`config.mk`:
```
export PLATFORM = sky130hd
export DESIGN_NAME = spi_flash_read_seq
export DESIGN_NICKNAME = d
export VERILOG_FILES = /design/src/rtl/spi_flash_read_seq.sv
export SDC_FILE = /design/constraint.sdc
export NUM_CORES = 1
export LEC_CHECK = 0
export ABC_CLOCK_PERIOD_IN_PS = 2400
export CAP_MARGIN = 20
export CORE_MARGIN = 2
export CORE_UTILIZATION = 48
export DETAILED_ROUTE_END_ITERATION = 8
export HOLD_SLACK_MARGIN = 0.1
export PLACE_DENSITY_LB_ADDON = 0.3
export SYNTH_ARGS = -nofsm -noshare
export SYNTH_HDL_FRONTEND = slang
export SYNTH_SLANG_ARGS = --single-unit
```
`constraint.sdc`:
```
create_clock -name clk -period 2.4 [get_ports clk]
set_input_delay 0.36 -clock clk [delete_from_list [all_inputs] [get_ports clk]]
set_output_delay 0.36 -clock clk [all_outputs]
set_load 0.01 [all_outputs]
```
`src/rtl/spi_flash_read_seq.sv`:
```
// SPI flash READ sequencer: CS setup, opcode, address, data stream, CS deselect.
// Define SPI_FLASH_FAST_READ_EN for fast read (0Bh + one dummy byte).
module spi_flash_read_seq #(
  parameter int         ADDR_W   = 24,
  parameter int         LEN_W    = 16,
  parameter int         CS_SETUP = 2,
  parameter int         CS_DESEL = 4,
  parameter logic [7:0] READ_CMD = 8'h03
) (
  input  logic              clk,
  input  logic              reset_n,
  input  logic              cmd_valid,
  output logic              cmd_ready,
  input  logic [ADDR_W-1:0] cmd_addr,
  input  logic [LEN_W-1:0]  cmd_len,
  output logic [7:0]        rd_data,
  output logic              rd_valid,
  input  logic              rd_ready,
  output logic              done,
  output logic              busy,
  output logic              cs_n,
  output logic              spi_req,
  input  logic              spi_ack,
  output logic [7:0]        spi_d,
  input  logic [7:0]        spi_q,
  output logic              spi_fast
);

  localparam int NB = ADDR_W / 8;
  localparam logic [15:0] SETUP_INIT = 16'(CS_SETUP - 1);
  localparam logic [15:0] DESEL_INIT = 16'(CS_DESEL - 1);
  localparam logic [15:0] ADDR_INIT  = 16'(NB - 1);

`ifdef SPI_FLASH_FAST_READ_EN
  localparam logic [7:0] OPCODE = 8'h0B;
  localparam logic       FAST   = 1'b1;
`else
  localparam logic [7:0] OPCODE = READ_CMD;
  localparam logic       FAST   = 1'b0;
`endif

  typedef enum logic [2:0] {
    IDLE, SETUP, CMD, ADDR, DUMMY, DATA, DRAIN, DESEL
  } state_t;

  state_t            state_q;
  logic [ADDR_W-1:0] addr_q;
  logic [LEN_W-1:0]  rem_q;
  logic [15:0]       cnt_q;
  logic              wait_q;
  logic              cmd_ready_q;
  logic [7:0]        rd_data_q;
  logic              rd_valid_q;
  logic              done_q;
  logic              busy_q;
  logic              cs_n_q;
  logic              req_q;
  logic [7:0]        spi_d_q;
  logic              fast_q;

  logic cmpl;
  logic rd_free;

  // Outstanding byte finished: engine ack has caught up with our request.
  assign cmpl    = wait_q && (spi_ack == req_q);
  // Output slot is empty, or is being emptied this cycle.
  assign rd_free = !rd_valid_q || rd_ready;

  // Sequencer FSM with all outputs registered.
  always_ff @(posedge clk or negedge reset_n) begin
    if (!reset_n) begin
      state_q     <= IDLE;
      addr_q      <= '0;
      rem_q       <= '0;
      cnt_q       <= '0;
      wait_q      <= 1'b0;
      cmd_ready_q <= 1'b0;
      rd_data_q   <= '0;
      rd_valid_q  <= 1'b0;
      done_q      <= 1'b0;
      busy_q      <= 1'b0;
      cs_n_q      <= 1'b1;
      req_q       <= 1'b0;
      spi_d_q     <= '0;
      fast_q      <= 1'b0;
    end else begin
      done_q <= 1'b0;
      if (rd_valid_q && rd_ready) rd_valid_q <= 1'b0;
      unique case (state_q)
        IDLE: begin
          cmd_ready_q <= 1'b1;
          if (cmd_valid && cmd_ready_q) begin
            addr_q <= cmd_addr;
            rem_q  <= cmd_len;
            if (cmd_len == '0) begin
              done_q <= 1'b1;
            end else begin
              cmd_ready_q <= 1'b0;
              busy_q      <= 1'b1;
              cs_n_q      <= 1'b0;
              cnt_q       <= SETUP_INIT;
              state_q     <= SETUP;
            end
          end
        end
        SETUP: begin
          if (cnt_q == '0) begin
            fast_q  <= FAST;
            state_q <= CMD;
          end else begin
            cnt_q <= cnt_q - 16'd1;
          end
        end
        CMD: begin
          if (!wait_q) begin
            spi_d_q <= OPCODE;
            req_q   <= ~req_q;
            wait_q  <= 1'b1;
          end else if (cmpl) begin
            wait_q  <= 1'b0;
            cnt_q   <= ADDR_INIT;
            state_q <= ADDR;
          end
        end
        ADDR: begin
          if (!wait_q) begin
            spi_d_q <= addr_q[ADDR_W-1 -: 8];
            req_q   <= ~req_q;
            wait_q  <= 1'b1;
          end else if (cmpl) begin
            wait_q <= 1'b0;
            addr_q <= addr_q << 8;
            if (cnt_q == '0) state_q <= FAST ? DUMMY : DATA;
            else             cnt_q   <= cnt_q - 16'd1;
          end
        end
        DUMMY: begin
          if (!wait_q) begin
            spi_d_q <= 8'h00;
            req_q   <= ~req_q;
            wait_q  <= 1'b1;
          end else if (cmpl) begin
            wait_q  <= 1'b0;
            state_q <= DATA;
          end
        end
        DATA: begin
          if (!wait_q) begin
            if (rd_free && rem_q != '0) begin
              spi_d_q <= 8'h00;
              req_q   <= ~req_q;
              wait_q  <= 1'b1;
            end
          end else if (cmpl) begin
            wait_q     <= 1'b0;
            rd_data_q  <= spi_q;
            rd_valid_q <= 1'b1;
            rem_q      <= rem_q - LEN_W'(1);
            if (rem_q == LEN_W'(1)) state_q <= DRAIN;
          end
        end
        DRAIN: begin
          if (!rd_valid_q) begin
            cs_n_q  <= 1'b1;
            fast_q  <= 1'b0;
            cnt_q   <= DESEL_INIT;
            state_q <= DESEL;
          end
        end
        DESEL: begin
          if (cnt_q == '0) begin
            done_q      <= 1'b1;
            busy_q      <= 1'b0;
            cmd_ready_q <= 1'b1;
            state_q     <= IDLE;
          end else begin
            cnt_q <= cnt_q - 16'd1;
          end
        end
        default: state_q <= IDLE;
      endcase
    end
  end

  assign cmd_ready = cmd_ready_q;
  assign rd_data   = rd_data_q;
  assign rd_valid  = rd_valid_q;
  assign done      = done_q;
  assign busy      = busy_q;
  assign cs_n      = cs_n_q;
  assign spi_req   = req_q;
  assign spi_d     = spi_d_q;
  assign spi_fast  = fast_q;

endmodule

```
==> Yosys cells after proc, flatten, opt, wreduce, memory -nomap -nowiden <==
Cells that the tools add are included.
Widths: inputs -> output; s select.
{ "totals": {"reg_bits": 83, "inputBits": 53, "out_inout_bits": 23, "wordCells": 147} }
{ "op_classes": {"n_addsub": 2, "n_eq_ne": 30, "mux": 69, "n_bitwise": 1, "reduce_logical": 31} }
{ "op_table": {"columns": ["operator", "count"], "rows": [
  ["$mux 16", 11],
  ["$pmux 16 s5", 1],
  ["$mux 24", 3],
  ["$pmux 24 s2", 1],
  ["$mux 3", 15],
  ["$ne 2x2->1 const B", 21],
  ["$mux 8", 5],
  ["$logic_not 16->1", 2],
  ["$pmux 16 s2", 1],
  ["$pmux 8 s4", 1],
  ["$sub 16x1->16 const B", 2],
  ["$pmux 3 s8", 1],
  ["$mux 1", 23],
  ["$reduce_and 4->1", 5],
  ["$eq 16x1->1 const B", 1],
  ["$reduce_bool 16->1", 1],
  ["$reduce_and 15->1", 1],
  ["$pmux 1 s2", 7],
  ["$eq 3x3->1 const B", 4],
  ["$reduce_bool 2->1", 6],
  ["$reduce_and 8->1", 1],
  ["$eq 3x2->1 const B", 2],
  ["$reduce_and 3->1", 2],
  ["$reduce_and 6->1", 1],
  ["other kinds (12)", 15]
]} }

==> Depth between registers and ports, before layout <==
{ "logic_depth": {"ltp_word": 6, "depth_mapped": 8, "ltp_nobuf": 7} }

==> Worst setup path before layout <==
OpenSTA, ideal clock, no wires.
{ "synth_timing": {"path_type": "register to register", "from": "register cnt_q[0]", "to": "register cnt_q[1]", "setup_time_ps": 125, "arrival_ps": 2201, "required_time_ps": 2275, "slack_ps": 74, "path_stages_with_launch": 9, "path_buffers": 1, "synth_period_minus_slack_ps": 2326, "cell_sequence": "dfrtp_1 -> inv_1 -> ha_1 -> or3b_2 -> or4_4 -> buf_6 -> nor2_8 -> a211oi_2 -> mux2_4"} }
{ "synth_between": {"elab_chain_len": 5, "word_cells_on_any_way": 6, "classes_between": "add/sub: 1; mux: 4; reduce/logical: 1"} }
{ "synth_rtl": {"columns": ["item", "line_no", "text"], "rows": [
  ["start: declaration", "49", "logic [15:0] cnt_q;"],
  ["start signal: assignment", "111", "cnt_q <= cnt_q - 16'd1;"],
  ["start signal: assignment", "134", "else cnt_q <= cnt_q - 16'd1;"],
  ["start signal: assignment", "177", "cnt_q <= cnt_q - 16'd1;"],
  ["$sub 16x1->16 / $logic_not 16->1 (equally long branches)", null, null],
  ["$mux 16 (*)", "107, 133, 171", null],
  ["$mux 16", "130", "end else if (cmpl) begin"],
  ["$mux 16", "126", "if (!wait_q) begin"],
  ["$pmux 16 s5 (*)", "89", "unique case (state_q)"]
]} }
Mark *: on every way between the ends. The rest lies on a longest branch, timed or not. The select of a mux whose other input is x is not followed.
A chain may end at the register's enable or synchronous reset.

==> Final worst setup path <==
{ "layout_timing": {"from": "register rem_q[7]", "to": "register spi_d_q[2], in the netlist spi_d[2]"} }
{ "layout_between": {"elab_chain_len": 4} }
{ "layout_rtl": {"columns": ["item", "line_no", "text"], "rows": [
  ["start: declaration", "48", "logic [LEN_W-1:0] rem_q;"],
  ["start signal: assignment", "94", "rem_q <= cmd_len;"],
  ["start signal: assignment", "158", "rem_q <= rem_q - LEN_W'(1);"],
  ["$reduce_bool 16->1", "149", "if (rd_free && rem_q != '0) begin"],
  ["$logic_and 1x1->1", "149", null],
  ["$ne 2x2->1 (no line)", null, null],
  ["$reduce_and 6->1 (no line)", null, null],
  ["end signal: assignment", "127", "spi_d_q <= addr_q[ADDR_W-1 -: 8];"],
  ["end: declaration", "58", "logic [7:0] spi_d_q;"]
]} }
Every way passes these cells.

==> results.txt <==
----------------------------------------------------
[Run status]
  Status ... completed

[Detailed routing]
  Initial detailed-routing violation count ... 210
  Detail-routed net length per standard cell ... 16.38 um
  Antenna viol nets, final ... 0
  Pre-Repair DR Iteration Count ... 4
  Total wire length ... 11290 um
  DR DRC count ... 0
  DR vias/cell ... 5.930
  Count of vias placed by the detailed router ... 4086

[Logic synthesis]
  Synth async-reset ratio ... 1.000
  Sequential element share of the synthesized area ... 0.4651
  Post-synthesis sequential element count ... 82
  Most frequent cell after synthesis ... sky130_fd_sc_hd__dfrtp_1
  Ranking of synthesized cells by area ... sky130_fd_sc_hd__dfrtp_1 46%, sky130_fd_sc_hd__nand2_1 4.5%, sky130_fd_sc_hd__a21oi_1 3.4%
  Library cell occupying the most area in the post-synthesis netlist ... sky130_fd_sc_hd__dfrtp_1
  Synth Instances ... 474
  Commonest cells in the synthesized netlist ... 81 x sky130_fd_sc_hd__dfrtp_1, 53 x sky130_fd_sc_hd__nand2_1, 36 x sky130_fd_sc_hd__nor2_1, 30 x sky130_fd_sc_hd__a21oi_1, 26 x sky130_fd_sc_hd__o21ai_0
  Share of the synthesized area in the top cell type ... 0.4592
  Post-Synthesis Net Count ... 534
  Cell variety after synth ... 64
  Most common flop cell mapped by yosys ... sky130_fd_sc_hd__dfrtp_1
  Number of warning messages in the yosys log ... 0
  Average size of a mapped cell ... 9.313 um^2
  Summed instance area of the synthesized netlist ... 0.004414 mm^2
  Number of enable-type register cells in the synthesized netlist ... 0

[Worst setup path]
  Required time at the worst-slack endpoint ... 2.67 ns
  CP arrival ... 2.57 ns
  Critical Path Sink Type ... flop
  Type of origin of the critical path ... flop
  Setup Crit Path Kind ... flop to flop
  Slack of the worst reg-to-reg path ... 0.11 ns
  Highest net fanout along the worst path ... 6

[Placed design]
  Placer congestion estimate ... 0.8887
  Count of buffers inserted at the top-level ports ... 74
  Total instance count after detailed placement ... 671
  Detailed placer's ending HPWL ... 8227 um

[Global routing]
  Initial antenna violation count ... 0
  Via count of the first global-routing pass ... 3944
  Pin count of the biggest net entering global routing ... 48
  Congestion Overflow GR ... 0
  Wire length of the first global-routing pass ... 18620 um
  Gr usage total ... 0.2334

[Clock network]
  Number of H-tree branching levels ... 3
  Clock tree buffer depth ... 2
  Clock network latency to the later pin of the worst-skew pair ... 0.35 ns
  Clock slew at reported path FFs ... 0.09 ns
  CTS buffer count ... 9
  Buffer cell driving the clock tree root ... sky130_fd_sc_hd__clkbuf_8
  Total number of clock tree sinks ... 82
  TritonCTS clock tree ... built

[Power]
  Maximum ir drop on the vdd rail ... 0.0005388 V
  Pleak ... 0.002474 uW
  Clk network pwr share ... 0.157
  Fraction of power consumed by combinational cells ... 0.504
  Pwr Density ... 1272 mW/mm^2
  Total chip power ... 7376 uW
  Switching power total ... 3031 uW
  Part of the total power dissipated in sequential elements ... 0.339
  Switching portion of total power ... 0.4109
  Design internal power ... 4346 uW

[STA]
  Final Skew ... 0.01343 ns
  Count of final setup violators ... 0
  Final clock period utilization by the worst path ... 0.9556
  Actual slew at the worst max-slew pin ... 0.7327 ns
  Post-route minimum period ... 2.294 ns
  Remaining max-slew budget at the tightest pin ... 0.5083
  Fmax ... 0.4360 GHz
  Hold Violations, Final ... 0
  Setup repair after global routing missed its margin ... false
  Count of final max-slew check failures ... 0

[Final layout]
  Total Nets Final ... 636
  Number of non-filler instances in the completed layout ... 689
  Layout cell share with drive strength beyond 1 ... 0.1618
  Area added between synthesis and finish ... 31.41%
  Ant. Diodes ... 0
  Fill cell count ... 705

[Min path]
  Path type of the worst min-delay path ... flop to flop

[Floorplan]
  Core area ... 0.008806 mm^2
  Die boundary height ... 99.90 um
  I/O Pins ... 76
  Initial Util ... 0.5013
  Area of the die ... 0.009979 mm^2
  Core Rows ... 34
  Die X-Extent ... 99.90 um

[Flow run]
  Max-cap violation count ... 0

----------------------------------------------------
==> placed cells by master (no fill, tap or decap), types with 6 or more instances in the layout <==
cell type,count
sky130_fd_sc_hd__mux2_2,12
sky130_fd_sc_hd__dfrtp_1,81
sky130_fd_sc_hd__nand2_1,53
sky130_fd_sc_hd__o31ai_1,10
sky130_fd_sc_hd__or4_1,6
sky130_fd_sc_hd__a21oi_1,29
sky130_fd_sc_hd__nor2_1,36
sky130_fd_sc_hd__clkbuf_8,9
sky130_fd_sc_hd__o21ai_0,26
sky130_fd_sc_hd__ha_1,6
sky130_fd_sc_hd__buf_4,43
sky130_fd_sc_hd__inv_1,23
sky130_fd_sc_hd__clkdlybuf4s50_1,73
sky130_fd_sc_hd__nor4_1,12
sky130_fd_sc_hd__a22o_1,9
sky130_fd_sc_hd__nand3_1,13
sky130_fd_sc_hd__a211oi_1,6
sky130_fd_sc_hd__mux2i_1,6
sky130_fd_sc_hd__nor3_1,8
sky130_fd_sc_hd__a31oi_1,24
==> path summary, 6_finish.rpt <==
path / from / to / cells past startpoint
min in group asynchronous: reset_n / addr_q[23] / 2
worst min register to register: busy / busy / 1
worst min-delay path: busy / busy / 1
max in group asynchronous: reset_n / state_q[0] / 3
worst max register to register: rem_q[7] / spi_d[2] / 6
worst max-delay path: rem_q[7] / spi_d[2] / 6
==> routing by layer <==
metal,part of all wire,up-vias,track usage
li1,-,1971,-
met1,0.44,1985,0.3084
met2,0.49,115,0.3872
met3,0.052,15,0.04666
met4,0.014,0,0.07798
met5,0,-,0
==> timing repair <==
action                     CTS  global route
buffers inserted             0             1
gates resized for setup      1             7
pin swaps                    0             2
setup endpoints to repair    1             9
hold endpoints to repair    45             0
hold buffers                 1             0
==> power by group through the flow <==
stage               Combinational [uW]  Sequential [uW]  Clock, uW
floorplan                         2360             2480          0
global placement                  3550             2450          0
detailed placement                3650             2480          0
CTS                               3670             2470       1180
global route                      4080             2590       1250
finish                            3710             2500       1160
==> final cells by class <==
cell class | count | area [um^2] | area share
multi-input combinational | 339 | 2185 | 0.3766
sequential | 82 | 2053 | 0.3540
timing repair buffer | 119 | 1104 | 0.1903
tap | 108 | 135.1 | 0.02330
clock buffer | 9 | 123.9 | 0.02135
clock inverter | 7 | 106.4 | 0.01833
inverter | 25 | 93.84 | 0.01618
==> stage by stage <==
stage          TNS (ns)  area (um^2)    util  hold slack, ns  worst slack [ns]
2_1_floorplan         0         4414       -         0.06441           0.07439
3_3_place_gp          0         5520  0.6269          0.4101           0.02187
3_5_place_dp   -0.07566         5520  0.6269          0.4156          -0.07566
4_1_cts               0         5767  0.6549          0.4987           0.05745
5_1_grt               0         5801  0.6587          0.5196         0.0009812
6_report              0         5801  0.6587          0.5017            0.1064
==> registers in the layout (all words and copies together), names as in the netlist <==
signal,count
rem_q,16
state_q,3
addr_q,24
done,1
busy,1
spi_req,1
rd_data,8
cnt_q,16
spi_d,8
wait_q,1
rd_valid,1
cs_n,1
cmd_ready,1
==> worst max-delay path, cell delays in order (launching register included) <==
cell and delay (ns):
sky130_fd_sc_hd__dfrtp_1 0.43, sky130_fd_sc_hd__or4_1 0.60, sky130_fd_sc_hd__nor4_4 0.21, sky130_fd_sc_hd__a32o_1 0.28, sky130_fd_sc_hd__a221o_1 0.28, sky130_fd_sc_hd__buf_4 0.21, sky130_fd_sc_hd__mux2i_1 0.20
==> cell families after synthesis <==
kind of cell | share of synthesized area
AOI/OAI and AO/OA | 0.2367
buffers and inverters | 0.04819
muxes | 0.04762
adders and majority gates | 0.01984
other | 0.0008495
xor gates and xnor gates | 0.005953
and+or+nand+nor | 0.1757
DFF | 0.4651
Power figures use the tool's default switching activity.
